[src/rtl/pipelined_control_unit.sv]
// pipelined_control_unit: ID decode, load-use hazard/flush control and ID/EX, EX/MEM, MEM/WB control registers
module pipelined_control_unit #(
  parameter int REG_ADDR_W       = 5,
  parameter int ALUOP_W          = 2,
  parameter int LOAD_USE_BUBBLES = 1,
  parameter int ENABLE_JUMP      = 1,
  parameter int CNT_W            = 16
) (
  input  logic                  clk,
  input  logic                  reset,
  input  logic                  id_valid,
  input  logic [6:0]            id_opcode,
  input  logic [REG_ADDR_W-1:0] id_rs1,
  input  logic [REG_ADDR_W-1:0] id_rs2,
  input  logic [REG_ADDR_W-1:0] id_rd,
  input  logic                  branch_taken,
  output logic                  stall,
  output logic                  flush,
  output logic                  ex_alusrc,
  output logic                  ex_branch,
  output logic                  ex_jump,
  output logic                  ex_memread,
  output logic                  ex_memwrite,
  output logic [ALUOP_W-1:0]    ex_aluop,
  output logic [REG_ADDR_W-1:0] ex_rd,
  output logic [REG_ADDR_W-1:0] mem_rd,
  output logic [REG_ADDR_W-1:0] wb_rd,
  output logic                  mem_memread,
  output logic                  mem_memwrite,
  output logic                  mem_regwrite,
  output logic                  wb_regwrite,
  output logic                  wb_memtoreg,
  output logic [CNT_W-1:0]      stall_count
);
  typedef struct packed {
    logic       alusrc;
    logic       memtoreg;
    logic       regwrite;
    logic       memread;
    logic       memwrite;
    logic       branch;
    logic       jump;
    logic [1:0] aluop;
  } ctrl_t;

  ctrl_t                  dec, id_c, ex_c;
  logic                   rs1u, rs2u, ex_hit, mem_hit, guard, mem_memtoreg;
  logic [REG_ADDR_W-1:0]  dec_rd;

  always_comb begin
    dec  = '0;
    rs1u = 1'b0;
    rs2u = 1'b0;
    if (id_valid)
      case (id_opcode)
        7'b0000011: begin dec = 9'b1_1_1_1_0_0_0_00; rs1u = 1'b1; end
        7'b0100011: begin dec = 9'b1_0_0_0_1_0_0_00; rs1u = 1'b1; rs2u = 1'b1; end
        7'b0110011: begin dec = 9'b0_0_1_0_0_0_0_10; rs1u = 1'b1; rs2u = 1'b1; end
        7'b1100011: begin dec = 9'b0_0_0_0_0_1_0_01; rs1u = 1'b1; rs2u = 1'b1; end
        7'b0010011: begin dec = 9'b1_0_1_0_0_0_0_00; rs1u = 1'b1; end
        7'b1101111: if (ENABLE_JUMP != 0) dec = 9'b0_0_1_0_0_0_1_00;
        7'b1100111: if (ENABLE_JUMP != 0) begin dec = 9'b1_0_1_0_0_0_1_00; rs1u = 1'b1; end
        7'b0110111: if (ENABLE_JUMP != 0) dec = 9'b1_0_1_0_0_0_0_11;
        7'b0010111: if (ENABLE_JUMP != 0) dec = 9'b1_0_1_0_0_0_0_11;
        default: ;
      endcase
    id_c          = dec;
    id_c.regwrite = dec.regwrite && (id_rd != '0);
    dec_rd        = (dec != '0) ? id_rd : '0;
  end

  // A load only blocks the consumer if the ID instruction actually reads the matching source
  assign ex_hit  = ex_memread && (ex_rd != '0) &&
                   ((rs1u && ex_rd == id_rs1) || (rs2u && ex_rd == id_rs2));
  assign mem_hit = (LOAD_USE_BUBBLES == 2) && mem_memread && (mem_rd != '0) &&
                   ((rs1u && mem_rd == id_rs1) || (rs2u && mem_rd == id_rs2));
  assign stall   = !branch_taken && (ex_hit || mem_hit);
  assign flush   = branch_taken;
  assign guard   = branch_taken && !ex_c.jump && !ex_c.branch;

  assign ex_alusrc   = ex_c.alusrc;
  assign ex_branch   = ex_c.branch;
  assign ex_jump     = ex_c.jump;
  assign ex_memread  = ex_c.memread;
  assign ex_memwrite = ex_c.memwrite;
  assign ex_aluop    = ALUOP_W'(ex_c.aluop);

  always_ff @(posedge clk or negedge reset) begin
    if (!reset) begin
      ex_c         <= '0;
      ex_rd        <= '0;
      mem_memread  <= 1'b0;
      mem_memwrite <= 1'b0;
      mem_regwrite <= 1'b0;
      mem_memtoreg <= 1'b0;
      mem_rd       <= '0;
      wb_regwrite  <= 1'b0;
      wb_memtoreg  <= 1'b0;
      wb_rd        <= '0;
      stall_count  <= '0;
    end else begin
      ex_c         <= (stall || branch_taken) ? '0 : id_c;
      ex_rd        <= (stall || branch_taken) ? '0 : dec_rd;
      mem_memread  <= !guard && ex_c.memread;
      mem_memwrite <= !guard && ex_c.memwrite;
      mem_regwrite <= !guard && ex_c.regwrite && (ex_rd != '0);
      mem_memtoreg <= !guard && ex_c.memtoreg;
      mem_rd       <= guard ? '0 : ex_rd;
      wb_regwrite  <= mem_regwrite && (mem_rd != '0);
      wb_memtoreg  <= mem_memtoreg;
      wb_rd        <= mem_rd;
      if (stall && stall_count != '1) stall_count <= stall_count + 1'b1;
    end
  end
endmodule

[config.mk]
export PLATFORM = sky130hd
export DESIGN_NAME = pipelined_control_unit
export DESIGN_NICKNAME = d
export VERILOG_FILES = /design/src/rtl/pipelined_control_unit.sv
export SDC_FILE = /design/constraint.sdc
export NUM_CORES = 1
export LEC_CHECK = 0
export ABC_CLOCK_PERIOD_IN_PS = 2490
export CAP_MARGIN = 25
export CORE_MARGIN = 5
export CORE_UTILIZATION = 45
export DETAILED_ROUTE_END_ITERATION = 16
export PLACE_DENSITY = 0.92
export SLEW_MARGIN = 0
export SYNTH_ARGS = -nofsm -noshare
export SYNTH_HDL_FRONTEND = slang
export SYNTH_SLANG_ARGS = --single-unit
[constraint.sdc]
create_clock -name clk -period 2.49 [get_ports clk]
set_clock_uncertainty 0.15 [all_clocks]
set_input_delay 0.498 -clock clk [delete_from_list [all_inputs] [get_ports clk]]
set_output_delay 0.498 -clock clk [all_outputs]
set_load 0.1 [all_outputs]
Word level (Yosys, flattened, before mapping)
Index checks and enable logic that the tools add are counted.
Widths: inputs -> output; s select.

cells by class
  equality and inequality tests = 12
  add/sub/neg operators = 1
  multiplexer cells = 10
  reduce and logical (&&, ||, !) cells = 28

operator list
  cell                   number
  $pmux 9 s8             1
  $eq 7x6->1 const B     3
  $eq 7x7->1 const B     3
  $mux 9                 2
  $add 16x1->16 const B  1
  $ne 16x16->1 const B   1
  $logic_and 1x1->1      15
  $mux 5                 3
  $reduce_bool 5->1      3
  $eq 7x5->1 const B     2
  $eq 5x5->1             2
  $reduce_bool 9->1      1
  $eq 7x2->1 const B     1
  $reduce_or 6->1        1
  $logic_not 1->1        4
  $mux 1                 4
  $reduce_or 3->1        1
  $logic_or 1x1->1       2
  $reduce_or 2->1        1

storage, ports and cells
  logic and storage cells = 69
  output and inout port bits = 45
  bits of input ports = 26
  flip-flop bits (word level) = 46

Longest topological paths before layout
  depth after elaboration = 10
  depth in mapped cells = 8
  gate-level depth less buffers = 7

Worst setup path before layout
Ideal clock, no wire load.

  kind = flip-flop to output port
  start = register ex_rd[3]
  end = output stall
  path buffers = 0
  setup slack = -1.281 ns
  arrival = 3.123 ns
  required time = 1.842 ns
  cell stages (with the launch flop) = 5
  path through = dfrtp_1 > xor2_1 > a2111oi_2 > nand4_1 > a21oi_1

between the ends
  longest elaborated chain between the ends = 5
  elaborated cells between the ends (all ways) = 9
  those cells by class = eq/ne: 2; reduce/logical: 7

ends and longest elaborated chain
  what                      RTL line  text
  start: declaration        25        output logic [REG_ADDR_W-1:0] ex_rd,
  start signal: assignment  103       ex_rd <= (stall || branch_taken) ? '0 : dec_rd;
  $eq 5x5->1                74        ((rs1u && ex_rd == id_rs1) || (rs2u && ex_rd == id_rs2));
  $logic_and 1x1->1         74
  $logic_or 1x1->1          74
  $logic_and 1x1->1 (*)     73        assign ex_hit = ex_memread && (ex_rd != '0) &&
  $logic_and 1x1->1 (*)     77        assign stall = !branch_taken && (ex_hit || mem_hit);
  end: declaration          17        output logic stall,

Mark *: on every way between the ends. The rest lies on a longest branch, timed or not.

Final worst setup path
Same ends and word-level chain as after synthesis.

==> impl_metrics.toml <==
[power]
peakVddDrop_mv = 0.2382
power_density_nw_per_um2 = 435.4
p_leak_nw = 1.431

[logic_synthesis]
ys_seq_elements = 44
ys_async_sr_fraction_pct = 100.0
synth_mux_area_share_pct = 1.673
yosys-top-cells-area = "dfrtp_1, xnor2_1, xor2_1, nor2b_1, nand4_1"
syn_avg_cell_area_um2 = 10.92
synth-main-ff-cell = "dfrtp_1"
synth_top_family_by_area = "simple AND/OR/NAND/NOR gates"
ys_types = 36
yosys.area_share.xor_xnor_pct = 9.975
syn_inst = 185
synth_compound_area_share_pct = 5.700
yosysTopAreaCellShare_pct = 54.52
synth_nets = 212
synth_top_cell_by_area = "dfrtp_1"
syn-cell-area_um2 = 2019
synth_edf_count = 0
yosysSeqAreaShare_pct = 54.52
yosys.area_share.simple_pct = 24.54
synthAdderAreaFrac_pct = 0.6196
yosysWarnings = 0

[worst_setup_path]
worstSetupPathType = "register to output port"
crit_buf_inv = 1
slowest_delay_ns = 0.50
critPathMaxFanout = 2
critPathCaptureType = "output port"
slowest_stage = "dfrtp_4"
cp-start-kind = "register"
crit_family = "compound AO/OA/AOI/OAI gates"
arrival_ns = 2.01
cp.required_ns = 1.84
worstPathCellList = "xor2_1 -> a2111oi_4 -> nand4_1 -> a21oi_4 -> buf_12"

[global_route]
grt_pass1_wl_um = 8355
overflow = 0
grt_use_total_pct = 17.69
antenna_found_initial = 0
grt_max_degree = 25
grt_pass1_vias = 1759

[clocking]
cts_max_level = 2
clkTransAtPathRegs_ns = 0.08
clock-sinks = 44
clk_latency_ns = 0.30
cts_buffers = 5
root_buffer = "clkbuf_8"
clk_path_buf_depth = 2
cts_tree = "yes"

[drt]
via_count = 1780
drtIter0Drc = 110
wirelength_um = 5429
dr.pass1.iters = 4
routedWlPerCell_um = 16.60
drc_errors = 0
via_per_inst = 5.443
antenna_left = 0

[final_layout]
design_area_um2 = 2920
final_util_pct = 67.07
final_cell_mix = "buf_4, dfrtp_1, clkdlybuf4s50_1"
drive_above_1_share_pct = 32.36
area_growth_pct = 44.61
final_common_cell = "buf_4"
nets = 302
diodes = 0

[sta]
fin_ws_ns = -0.1632
final-hold-violation-count = 5
slew_headroom_pct = 67.74
rsz0062_at_grt = "yes"
period_needed_ns = 2.653
tightest_slew_ns = 0.4838
hold_slack_ns = -0.001040
fin_crit_sh_pct = 106.6
timing.fmax_mhz = 376.9
finalSetupViolCount = 1
drv_slew = 0

[placement]
hpwl_um = 4030
pre_cts_ws_ns = -0.3006
io_buffers = 70
place_congestion = 0.8483
dpl_cell_area_um2 = 2796

[outcome]
status = "complete, but fails checks"
failed_checks = "negative hold slack, negative setup slack"

[floorplanning]
row_count = 24
die_area_um2 = 5927
fp.dieW_um = 76.99
initial_core_util_pct = 46.38
die_height_um = 76.99
core_area_um2 = 4354
ios = 71

[min_path]
worstHoldPathType = "primary input to asynchronous set/reset pin"

[flow_run]
drv_cap = 0
[what timing repair did]
item                                    4_1_cts  5_1_grt
endpoints found under the setup margin        1        3
hold buffers                                  0        0
gates resized for setup                       6        2
buffers inserted                              2        1
hold endpoints to repair                      0        0
pin swaps                                     5        1
[power breakdown]
group,switching [mW],internal (mW)
clock network,0.220,0.193
logic,0.0765,0.0644
registers,0.00165,0.716
[cells by family after synthesis]
group | count (synthesis)
simple gates | 89
flops | 44
xor+xnor | 23
compound gates | 16
buf+inv | 9
mux | 3
fa+ha+maj | 1
[per-stage QoR]
stage | std cells | power [mW] | hold slack, ns | TNS (ns)
floorplan | 185 | 0.7873 | 0.05241 | -0.1366
global placement | 317 | 0.8662 | 0.2111 | -1.937
detailed placement | 317 | 0.8693 | 0.2183 | -3.106
CTS | 326 | 1.275 | 0.001944 | -0.1372
global route | 327 | 1.325 | 0.02325 | -0.2318
finish | 327 | 1.272 | -0.001040 | -0.1632
[area by class of cell]
cell class / count / area, um2
clock buffers: 7 / 76.32
fillers: 314 / 1434
inverters: 1 / 3.754
multi-input cells: 132 / 899.6
flip-flops and latches: 44 / 1115
well taps: 52 / 65.06
repair buffers: 91 / 760.7
[path summary, 6_finish.rpt]
path / startpoint / to / slack [ns] / depth (start not counted)
setup / recovery: ex_rd[3]$_DFF_PN0_ / stall / -0.16 / 5
hold / removal: reset / ex_rd[3]$_DFF_PN0_ / -0.001 / 1
setup reg to reg: ex_rd[3]$_DFF_PN0_ / stall_count[1]$_DFFE_PN0P_ / 0.10 / 7
hold reg to reg: mem_memread$_DFF_PN0_ / wb_memtoreg$_DFF_PN0_ / 0.23 / 0
max in group asynchronous: reset / mem_memread$_DFF_PN0_ / 1.51 / 2
min in group clk: mem_memread$_DFF_PN0_ / wb_memtoreg$_DFF_PN0_ / 0.23 / 0
[layer usage]
metal | vias to the layer above | track usage (%) | share of wire, %
li1 | 813 | - | -
met1 | 871 | 21.15 | 39
met2 | 84 | 29.71 | 52
met3 | 12 | 5.035 | 7.0
met4 | 0 | 7.388 | 2.6
met5 | - | 0 | 0
[registers in the layout (all words and copies together), names as in the netlist, 2 cells and up]
signal,flops
ex_aluop,2
ex_rd,5
stall_count,16
wb_rd,5
mem_rd,5
[cell usage after synthesis (all sizes together), types with 3 or more instances]
cell type	n
and3	7
nor2	15
nor3	6
xnor2	13
nor2b	10
nand3	11
nand2	10
buf	8
and2	7
xor2	10
a21oi	6
nand4	9
dfrtp	44
nand2b	4
mux2	3
Note: power is estimated with default switching activity, not from simulation.
